File: src/rtl/exec_arbiter_pkg.sv
// ============================================================================
// exec_arbiter_pkg : shared ALU encodings, request record and round-robin pick
// Revision: 1.0
// ============================================================================
`default_nettype none

package exec_arbiter_pkg;

  localparam logic       DECODER_ALU_SRC2_REG = 1'b0;
  localparam logic       DECODER_ALU_SRC2_IMM = 1'b1;

  localparam logic [2:0] DECODER_ALU_OP_ADD   = 3'd0;
  localparam logic [2:0] DECODER_ALU_OP_SUB   = 3'd1;
  localparam logic [2:0] DECODER_ALU_OP_BEQ   = 3'd2;
  localparam logic [2:0] DECODER_ALU_OP_BNE   = 3'd3;

  localparam logic       EXEC_ARB_SRC_INT     = 1'b0;
  localparam logic       EXEC_ARB_SRC_BR      = 1'b1;

  typedef struct packed {
    logic [31:0] rs1;
    logic [31:0] rs2;
    logic [31:0] imm;
    logic        src2;
    logic [2:0]  op;
  } alu_req_t;

  // With both valid, the requester not granted most recently wins.
  function automatic logic rr_pick(input logic v0, input logic v1, input logic last);
    if (v0 && v1) return ~last;
    if (v1)       return EXEC_ARB_SRC_BR;
    return EXEC_ARB_SRC_INT;
  endfunction

endpackage

`default_nettype wire

File: src/rtl/exec_arbiter_executor.sv
// ============================================================================
// exec_arbiter_executor : combinational 32-bit ALU shared by both requesters
// Revision: 1.0
// ============================================================================
`default_nettype none

module exec_arbiter_executor
  import exec_arbiter_pkg::*;
(
  input  logic [31:0] rs1,
  input  logic [31:0] rs2,
  input  logic [31:0] imm,
  input  logic        sig_src2,
  input  logic [2:0]  sig_op,
  output logic [31:0] result
);

  logic [31:0] w_src2;

  always_comb begin
    w_src2 = (sig_src2 == DECODER_ALU_SRC2_IMM) ? imm : rs2;
    // Unknown opcodes produce zero rather than any leftover value.
    result = 32'h0;
    case (sig_op)
      DECODER_ALU_OP_ADD: result = rs1 + w_src2;
      DECODER_ALU_OP_SUB: result = rs1 - w_src2;
      DECODER_ALU_OP_BEQ: result = {31'b0, (rs1 == w_src2)};
      DECODER_ALU_OP_BNE: result = {31'b0, (rs1 != w_src2)};
      default:            result = 32'h0;
    endcase
  end

endmodule

`default_nettype wire

File: src/rtl/exec_arbiter.sv
// ============================================================================
// exec_arbiter : round-robin arbiter for two ALU requesters, one-entry
//                registered result stage with full backpressure
// Revision: 1.0
// ============================================================================
`default_nettype none

module exec_arbiter
  import exec_arbiter_pkg::*;
#(
  parameter int TAG_W = 5
) (
  input  logic             _clk,
  input  logic             _rst_n,
  input  logic             _req0_valid,
  input  logic [31:0]      _req0_rs1,
  input  logic [31:0]      _req0_rs2,
  input  logic [31:0]      _req0_imm,
  input  logic             _req0_sig_src2,
  input  logic [2:0]       _req0_sig_op,
  input  logic [TAG_W-1:0] _req0_tag,
  input  logic             _req1_valid,
  input  logic [31:0]      _req1_rs1,
  input  logic [31:0]      _req1_rs2,
  input  logic [31:0]      _req1_imm,
  input  logic             _req1_sig_src2,
  input  logic [2:0]       _req1_sig_op,
  input  logic [TAG_W-1:0] _req1_tag,
  output logic             req0_ready_,
  output logic             req1_ready_,
  output logic             res_valid_,
  input  logic             _res_ready,
  output logic [31:0]      res_,
  output logic [TAG_W-1:0] res_tag_,
  output logic             res_src_
);

  logic             res_valid_q, res_valid_d;
  logic [31:0]      res_q, res_d;
  logic [TAG_W-1:0] res_tag_q, res_tag_d;
  logic             res_src_q, res_src_d;
  logic             last_grant_q, last_grant_d;

  logic             w_can_accept;
  logic             w_grant;
  logic             w_sel_valid;
  logic             w_xfer;
  alu_req_t         w_sel_req;
  logic [TAG_W-1:0] w_sel_tag;
  logic [31:0]      w_alu_res;

  always_comb begin
    w_can_accept = !res_valid_q || _res_ready;
    w_grant      = rr_pick(_req0_valid, _req1_valid, last_grant_q);

    if (w_grant == EXEC_ARB_SRC_BR) begin
      w_sel_valid = _req1_valid;
      w_sel_tag   = _req1_tag;
      w_sel_req   = '{rs1: _req1_rs1, rs2: _req1_rs2, imm: _req1_imm,
                      src2: _req1_sig_src2, op: _req1_sig_op};
    end else begin
      w_sel_valid = _req0_valid;
      w_sel_tag   = _req0_tag;
      w_sel_req   = '{rs1: _req0_rs1, rs2: _req0_rs2, imm: _req0_imm,
                      src2: _req0_sig_src2, op: _req0_sig_op};
    end

    w_xfer = w_can_accept && w_sel_valid;

    // Gated by reset so neither requester sees a handshake while held in reset.
    req0_ready_ = _rst_n && w_can_accept && (w_grant == EXEC_ARB_SRC_INT);
    req1_ready_ = _rst_n && w_can_accept && (w_grant == EXEC_ARB_SRC_BR);
  end

  exec_arbiter_executor u_executor (
    .rs1      (w_sel_req.rs1),
    .rs2      (w_sel_req.rs2),
    .imm      (w_sel_req.imm),
    .sig_src2 (w_sel_req.src2),
    .sig_op   (w_sel_req.op),
    .result   (w_alu_res)
  );

  always_comb begin
    res_valid_d  = res_valid_q;
    res_d        = res_q;
    res_tag_d    = res_tag_q;
    res_src_d    = res_src_q;
    last_grant_d = last_grant_q;

    if (w_xfer) begin
      res_valid_d  = 1'b1;
      res_d        = w_alu_res;
      res_tag_d    = w_sel_tag;
      res_src_d    = w_grant;
      last_grant_d = w_grant;
    end else if (_res_ready) begin
      res_valid_d  = 1'b0;
    end
  end

  always_ff @(posedge _clk or negedge _rst_n) begin
    if (!_rst_n) begin
      res_valid_q  <= 1'b0;
      res_q        <= 32'h0;
      res_tag_q    <= '0;
      res_src_q    <= 1'b0;
      last_grant_q <= 1'b1;
    end else begin
      res_valid_q  <= res_valid_d;
      res_q        <= res_d;
      res_tag_q    <= res_tag_d;
      res_src_q    <= res_src_d;
      last_grant_q <= last_grant_d;
    end
  end

  assign res_valid_ = res_valid_q;
  assign res_       = res_q;
  assign res_tag_   = res_tag_q;
  assign res_src_   = res_src_q;

endmodule

`default_nettype wire

File: config.mk
export PLATFORM = sky130hd
export DESIGN_NAME = exec_arbiter
export DESIGN_NICKNAME = d
export VERILOG_FILES = /design/src/rtl/exec_arbiter_pkg.sv /design/src/rtl/exec_arbiter_executor.sv /design/src/rtl/exec_arbiter.sv
export SDC_FILE = /design/constraint.sdc
export NUM_CORES = 1
export LEC_CHECK = 0
export ABC_AREA = 1
export CAP_MARGIN = 20
export CORE_MARGIN = 1
export CORE_UTILIZATION = 47
export CTS_BUF_LIST = sky130_fd_sc_hd__clkbuf_16
export CTS_CLUSTER_SIZE = 14
export DETAILED_ROUTE_END_ITERATION = 6
export HOLD_SLACK_MARGIN = 0.03
export PLACE_DENSITY = 0.83
export SYNTH_ARGS = -nofsm -noshare
export SYNTH_HDL_FRONTEND = slang
export SYNTH_SLANG_ARGS = --single-unit
export TNS_END_PERCENT = 1
File: constraint.sdc
create_clock -name _clk -period 5.3 [get_ports _clk]
set_input_delay 1.59 -clock _clk [delete_from_list [all_inputs] [get_ports _clk]]
set_output_delay 1.59 -clock _clk [all_outputs]
set_load 0.005 [all_outputs]
==> Yosys cells after proc, flatten, opt, wreduce, memory -nomap -nowiden <==
Index checks and enable logic that the tools add are counted.
{ "word_totals": {"ff_bits": 40, "input_bits": 215, "output_inout_bits": 41, "wordCells": 37} }
{ "classes": {"n_addsub": 2, "eq_ne": 5, "muxes": 14, "bitwise_logic": 2, "reduce_logical": 9} }
{ "op_table": {"columns": ["op", "count"], "rows": [
  ["one-hot mux 32 bit (4 select lines)", 1],
  ["two-way mux 100 bit", 1],
  ["adder 32 bit", 1],
  ["equality test 32 bit", 1],
  ["two-way mux 32 bit", 1],
  ["!= test 32 bit", 1],
  ["subtractor 32 bit", 1],
  ["two-way mux 1 bit", 10],
  ["equality test 3 x 2 -> 1 bit, second input constant", 2],
  ["logical AND 1 bit", 5],
  ["two-way mux 5 bit", 1],
  ["equality test 3 x 1 -> 1 bit, second input constant", 1],
  ["zero test 3 bit", 1],
  ["inverter 1 bit", 2],
  ["nonzero test 2 bit", 1],
  ["zero test 1 bit", 1],
  ["logical OR 1 bit", 1]
]} }

==> Longest topological paths before layout <==
Gate-level depths: netlist of the first run.
{ "logic_depth": {"word_depth": 9, "ltp_mapped": 28, "depth_no_buf": 26} }

==> Modules after synthesis <==
A second synthesis of the first run with hierarchy kept.
{ "unflattened": {"cells_unflattened": 1717, "area_unflattened_um2": 8652.0} }
{ "by_module_without_submodules": {"columns": ["mod", "n_inst", "cells_per_inst", "area_each_um2", "seq_area_each_um2"], "rows": [
  ["exec_arbiter_executor", 1, 1196, 5709.2, 0.0],
  ["exec_arbiter", 1, 521, 2942.8, 1002.2]
]} }

==> Worst setup path before layout of the first run <==
Ideal clock, no wire load.
{ "synth_timing": {"path_kind": "input port to flip-flop", "from": "input _req1_valid", "to": "register res_q[24], in the netlist res_[24]", "setup_ns": 0.117, "t_arrival_ns": 4.769, "t_required_ns": 5.183, "path_slack_ns": 0.414, "path_stages": 25, "n_path_buf": 5, "path_cell_list": "buf_2 > nand2_4 > buf_4 > buf_2 > clkbuf_1 > buf_2 > nand2_1 > a31oi_1 > ha_1 > inv_1 > fa_1 > nand2_1 > a22oi_1 > nand2_1 > nand2_1 > nand2_1 > nand2_1 > a21boi_1 > o21ai_0 > nand2_1 > nand3_1 > nand3_1 > nand2_1 > nand2_1 > nand2_1"} }
{ "synth_via": {"elab_chain_len": 8, "elab_cells_between_ends": 18, "cone_classes": "add/sub (2); eq/ne (3); mux (10); reduce/logical (3)"} }
{ "synth_lines": {"columns": ["element", "line", "rtl"], "rows": [
  ["start, declared", "exec_arbiter.sv:22", "input logic _req1_valid,"],
  ["two-way mux 1 bit (2 in series)", "exec_arbiter_pkg.sv:31", "if (v1) return EXEC_ARB_SRC_BR;"],
  ["two-way mux 1 bit", "exec_arbiter_pkg.sv:32", "return EXEC_ARB_SRC_INT;"],
  ["two-way mux 1 bit", "exec_arbiter_pkg.sv:31", null],
  ["two-way mux 100 bit", "exec_arbiter.sv:56", "if (w_grant == EXEC_ARB_SRC_BR) begin"],
  ["two-way mux 32 bit", "exec_arbiter_executor.sv:21", "w_src2 = (sig_src2 == DECODER_ALU_SRC2_IMM) ? imm : rs2;"],
  ["subtractor 32 bit or adder 32 bit (tied branches)", "exec_arbiter_executor.sv:26, exec_arbiter_executor.sv:25", null],
  ["one-hot mux 32 bit (4 select lines)", "exec_arbiter_executor.sv:24", "case (sig_op)"],
  ["end signal, assigned", "exec_arbiter.sv:111", "res_q <= res_d;"],
  ["end, declared", "exec_arbiter.sv:39", "logic [31:0] res_q, res_d;"]
]} }
Several ways; a longest one is shown, not always the timed one. The select of a mux whose other input is x is not followed.
A chain may end at the register's enable or synchronous reset.

==> Worst setup path after layout of the first run <==
{ "layout_timing": {"from": "input _req0_valid", "to": "output req1_ready_"} }
{ "layout_via": {"elab_chain_len": 4} }
{ "layout_lines": {"columns": ["element", "line", "rtl"], "rows": [
  ["start, declared", "exec_arbiter.sv:15", "input logic _req0_valid,"],
  ["logical AND 1 bit", "exec_arbiter_pkg.sv:30", "if (v0 && v1) return ~last;"],
  ["two-way mux 1 bit", "exec_arbiter_pkg.sv:30", null],
  ["two-way mux 1 bit", "exec_arbiter_pkg.sv:31", null],
  ["logical AND 1 bit", "exec_arbiter.sv:72", "req1_ready_ = _rst_n && w_can_accept && (w_grant == EXEC_ARB_SRC_BR);"],
  ["end, declared", "exec_arbiter.sv:30", "output logic req1_ready_,"]
]} }
Every way passes these cells.

==> qor.yml, run 1 <==
outcome: "finished, final reports clean"
yosys.area.top_type: "nand2_1"
crit_fanout: 17
synth_ff_type: "dfrtp_1"
tns_ns: 0
slew_headroom: 0.3038
netlist_instances: 1228
drt-total-wl_mm: 29.42
fin_hold_ws_ns: 0.4823
clk_latency_ns: 0.29
pwr-share-clk: 0.129
synth_area_leaders: "nand2_1 18%, dfrtp_1 14%, ha_1 11%, inv_1 7.6%, a21oi_1 7.3%"
drt-pass1-iter-count: 6
crit_start: "_req0_valid"
track_usage: 0.3742
p_sw_frac: 0.4733
irDropWorstVdd_uv: 200.5
cpPeakStageDelay_ns: 0.51
drive_gt1_frac: 0.1194
period_minus_slack_ns: 5.061
hpwl_mm: 24.67
combPwrFrac: 0.727
holdBufCountCts: 0
timing.critical_path.from_type: "input pin"
fin_util: 0.7311
die_x_um: 125.9
cp_num_cells: 8
wire_per_inst_um: 17.06
synth-edff-count: 0
portBuffers: 255
crit_chain: "clkdlybuf4s50_1, nand2_2, nand2_4, inv_4, buf_4, nand2_1, nor2_1, clkdlybuf4s50_1"
slowest_stage: "clkdlybuf4s50_1"
fin_crit_sh: 0.9548
route.vias.total: 9444
cts_sinks: 40
die_area_um2: 15860
reg2reg_to: "res_[29]"
syn_nets: 1508
crit_type: "input pin to output pin"
hold_viol: 0
reg2reg_depth: 18
endpoint_kind: "output pin"
synth-seq-cells: 40
std_cell_rows: 44
synth_top_area_share: 0.1784
via_per_inst: 5.475
maxCapViolCount: 0
path_buf_inv: 4
drtIter0Drc: 839
area_growth_pct: 49.44
cp.arrival_ns: 3.47
first_global_vias: 9632
cts_root_buf: "clkbuf_16"
design.core.area_um2: 14750
layout_commonest_cell: "nand2_1"
ys_seq_area_frac: 0.1388
cts_tree: "built"
mostFrequentLayoutCells: "343 x nand2_1, 254 x clkdlybuf4s50_1, 146 x inv_1"
numCtsBuffers: 5
grt_first_pass_wirelength_mm: 46.95
die_h_um: 125.9
hold_path.class: "flop to flop"
ant_nets: 0
grt_max_degree: 44
antennaDiodeCount: 0
crit_family: "buffers and inverters"
start_util: 0.4892
power.density_nw_per_um2: 255.0
dpl_worst_slack_ns: -0.06767
ys_warn_count: 0
worstPathRequired_ns: 3.71
syn_avg_cell_area_um2: 5.878
clk_path_buf_depth: 2
htree_levels: 2
p_sw_mw: 1.302
drv_slew: 0
grt_overflow: 0
clk_pin_slew_ns: 0.06
internal_power_mw: 1.449
antenna_found_initial: 0
synthArstFlopShare: 1.000
crit_top_cell: "clkdlybuf4s50_1"
setup_ws_ns: 0.2394
rrSetupSlack_ns: 1.55
syn_area_um2: 7218
setup_viol: 0
io_pins: 256
timing.rr.start: "last_grant_q"
p_leak_nw: 5.387
sequentialPowerShare: 0.143
gp_congestion: 1.063
skew_ns: 0.006107
synth_cell_types: 55
fin_nets: 1820
cp-endpoint: "req1_ready_"
rsz0062_at_grt: "yes"
clock.fmax_mhz: 197.6
tightest_slew_ns: 1.038
drcViolationCount: 0
routing by layer:
metal	GRT usage	up-vias	part of all wire
met3	0.04545	104	0.057
met1	0.4295	4289	0.40
met2	0.6809	403	0.49
met5	0	-	0
met4	0.1899	0	0.050
li1	-	4648	-
logic make-up after synthesis:
family                   Yosys count  share of synthesized area
XOR/XNOR                          17                    0.02063
AND/OR/NAND/NOR                  588                     0.3493
AO/OA/AOI/OAI                    278                     0.2203
buffers and inverters            210                     0.1146
flip-flops                        40                     0.1388
adder cells (fa/ha/maj)           65                     0.1148
multiplexers                      30                    0.04160
how the worst min path moves through the flow:
stage	startpoint	end	slack (ns)	depth (start not counted)
after global routing	last_grant_q	last_grant_q	0.51	2
final	res_[18]	res_[18]	0.48	2
after global placement	res_src_	res_src_	0.46	2
after floorplan	last_grant_q	last_grant_q	0.45	2
after CTS	last_grant_q	last_grant_q	0.49	2
after detailed placement	last_grant_q	last_grant_q	0.47	2
timing repair:
item                                    CTS  global route
resized for setup                         0             9
endpoints found under the setup margin    0             9
setup buffers                             0             0
hold endpoints to repair                  0             0
cells in the mapped netlist, types with 3 or more instances:
cell type / number
dfrtp_1: 39
nand4_1: 16
or2_2: 31
inv_1: 146
nand3_1: 52
or2_1: 3
a21o_1: 7
nand2_2: 11
nand2_1: 343
buf_1: 4
nor3_1: 15
clkbuf_1: 29
mux2i_1: 30
inv_2: 9
o21ai_2: 7
nor2_2: 3
ha_1: 63
o21ai_0: 85
o21ai_1: 12
buf_2: 15
a21oi_1: 106
o211ai_1: 32
nor4_1: 3
a31oi_1: 4
o22ai_1: 5
xor2_1: 15
nand2_4: 3
nor2_1: 102
o21a_1: 4
per-stage QoR:
stage	power (mW)	instance area [um2]	std cells
floorplan	1.475	7218	1228
global placement	2.318	10610	1717
detailed placement	2.342	10610	1717
CTS	2.711	10780	1725
global route	2.958	10790	1725
finish	2.750	10790	1725
power by group through the flow:
stage / combinational (mW) / clock (mW) / sequential, mW
after floorplan: 1.08 / 0 / 0.397
after global placement: 1.92 / 0 / 0.396
after detailed placement: 1.94 / 0 / 0.397
after CTS: 1.96 / 0.359 / 0.393
after global routing: 2.18 / 0.375 / 0.400
final: 2.00 / 0.356 / 0.394
state kept, by name (all words and copies together) (netlist names):
register / count
res_tag_: 5
res_valid_: 1
last_grant_q: 1
res_: 32
res_src_: 1
area by class of cell:
class / count / area [um2]
repair buffers: 358 / 3383
inverters: 157 / 591.8
clock inverters: 3 / 42.54
clock buffers: 5 / 125.1
well taps: 184 / 230.2
multi-input cells: 978 / 5411
flip-flops and latches: 40 / 1002
fillers: 1240 / 3968
worst register-to-register path, cell delays in order (launching register included):
cell and delay (ns):
dfstp_2 0.54, nand2_2 0.10, nand2_4 0.14, buf_12 0.18, buf_12 0.19, buf_4 0.25
mux2i_1 0.19, o21ai_0 0.15, ha_1 0.50, nand2_1 0.13, nor2_1 0.10, inv_1 0.08
nor3_1 0.33, nand4_1 0.30, nand2_1 0.13, o21ai_0 0.07, o21ai_0 0.17, nand2_1 0.07
nand2_1 0.08
Power figures use the tool's default switching activity.
==> run 2, diff against run 1 <==
- CTS_CLUSTER_DIAMETER: unset -> 120
==> results of run 2 <==
Same layout as run 1: the final DEF is identical, and so are final timing and power.
==> run 3, diff against run 2 <==
- CORE_MARGIN: 1 -> unset
- clock period: 5.3 -> 5.5 ns (I/O delays scaled with it)
==> qor.yml, run 3 (synthesis gave the netlist of run 1 again) <==
grt_use_met3: 0.03908
period_minus_slack_ns: 5.188
layout_commonest_cell: "nand2_1"
portBuffers: 255
mostFrequentLayoutCells: "343 x nand2_1, 254 x clkdlybuf4s50_1, 146 x inv_1"
design.core.area_um2: 14750
route.vias.total: 9127
crit_type: "input pin to output pin"
crit_fanout: 15
setup_viol: 0
cts_setup_buffers: 0
power.density_nw_per_um2: 241.6
area_growth_pct: 42.76
rrSetupSlack_ns: 1.80
cts_root_buf: "clkbuf_16"
first_global_vias: 8924
rsz0062_at_grt: "yes"
p_leak_nw: 5.073
met1_usage: 0.4195
fin_nets: 1754
endpoint_kind: "output pin"
cp.arrival_ns: 3.54
hold_path.class: "flop to flop"
numCtsBuffers: 5
die_area_um2: 15860
hold_path_depth: 2
irDropWorstVdd_uv: 151.6
tns_ns: 0
hpwl_mm: 23.43
clk_latency_ns: 0.30
timing.critical_path.from_type: "input pin"
worstPathRequired_ns: 3.85
timing.rr.start: "last_grant_q"
via_per_inst: 5.502
die_x_um: 125.9
ant_nets: 0
grt_max_degree: 66
fin_crit_sh: 0.9433
fin_util: 0.6984
fill_cells: 1291
grt_first_pass_wirelength_mm: 44.48
clk_path_buf_depth: 2
start_util: 0.4892
drtIter0Drc: 643
std_cell_rows: 44
drive_gt1_frac: 0.07932
setup_ws_ns: 0.3116
antenna_found_initial: 0
outcome: "finished, final reports clean"
drcViolationCount: 0
maxCapViolCount: 0
skew_ns: 0.007783
grt_overflow: 0
reg2reg_depth: 25
cts_sinks: 40
tightest_slew_ns: 0.6960
slew_headroom: 0.5344
hold_viol: 0
cts_tree: "built"
wire_per_inst_um: 17.09
clk_pin_slew_ns: 0.07
dp.cells: 1649
track_usage: 0.3556
gp_congestion: 1.032
die_h_um: 125.9
final-instance-count-excl-fill: 1659
met2_usage: 0.6383
clock.fmax_mhz: 192.7
min_to: "last_grant_q"
dpl_worst_slack_ns: -0.04487
hold_path.startpoint: "last_grant_q"
drt-pass1-iter-count: 5
antennaDiodeCount: 0
io_pins: 256
busiest_layer: "met2"
largest_reg_flops: 32
reg2reg_to: "res_[26]"
drv_slew: 0
htree_levels: 2
drt-total-wl_mm: 28.35
==> run 3: cell count changes in the layout (fill, tap and decap cells not counted), sizes merged <==
cell | previous run | this run
buf | 104 | 37
clkbuf | 5 | 6
==> run 3: final cells by class <==
| cell class | count | area, um2 | area share |
|---|---|---|---|
| clock inverters | 3 | 42.54 | 0.004128 |
| repair buffers | 292 | 2895 | 0.2810 |
| well taps | 184 | 230.2 | 0.02234 |
| inverters | 157 | 591.8 | 0.05743 |
| clock buffers | 5 | 125.1 | 0.01214 |
| flip-flops and latches | 40 | 1002 | 0.09726 |
| multi-input cells | 978 | 5418 | 0.5257 |
==> run 3: how the worst max path moves through the flow <==
stage	start	end	slack, ns	cells after the start
after global routing	_req0_valid	res_[26]	-0.002	26
final	_req0_valid	req1_ready_	0.31	8
after detailed placement	_req0_valid	res_[29]	-0.04	19
after floorplan	_req1_valid	res_[24]	0.55	25
after global placement	_req0_valid	res_[29]	-0.07	19
after CTS	_req0_valid	res_[29]	0.24	19
==> run 3: stage by stage <==
step	power, mW	hold slack (ns)	cell area (um2)
after global routing	2.673	0.4970	10300
after CTS	2.444	0.4747	10240
after floorplan	1.421	0.4505	7218
after global placement	2.078	0.4572	10070
after detailed placement	2.090	0.4648	10070
final	2.490	0.4743	10300
==> run 3: critical path: stages <==
cell	delay [ns]
clkdlybuf4s50_1	0.48
nand2_2	0.19
nand2_8	0.12
inv_4	0.17
buf_4	0.22
nand2_1	0.10
nor2_1	0.10
clkdlybuf4s50_1	0.50
==> run 3: routing by layer <==
metal | up-vias | routed length (um)
li1 | 4516 | -
met1 | 4097 | 11430
met2 | 412 | 13750
met3 | 102 | 1723
met4 | 0 | 1438
met5 | - | 0
==> run 3: repair_timing <==
item	4_1_cts	5_1_grt
hold buffers	0	0
endpoints found under the setup margin	0	6
resized for setup	0	7
==> run 3: power by group <==
part           switching [mW]  leakage [nW]  internal [mW]
Sequential             0.0334         0.524          0.347
Combinational            1.05          4.47          0.710
Clock                   0.136        0.0798          0.214
Total                    1.22          5.07           1.27
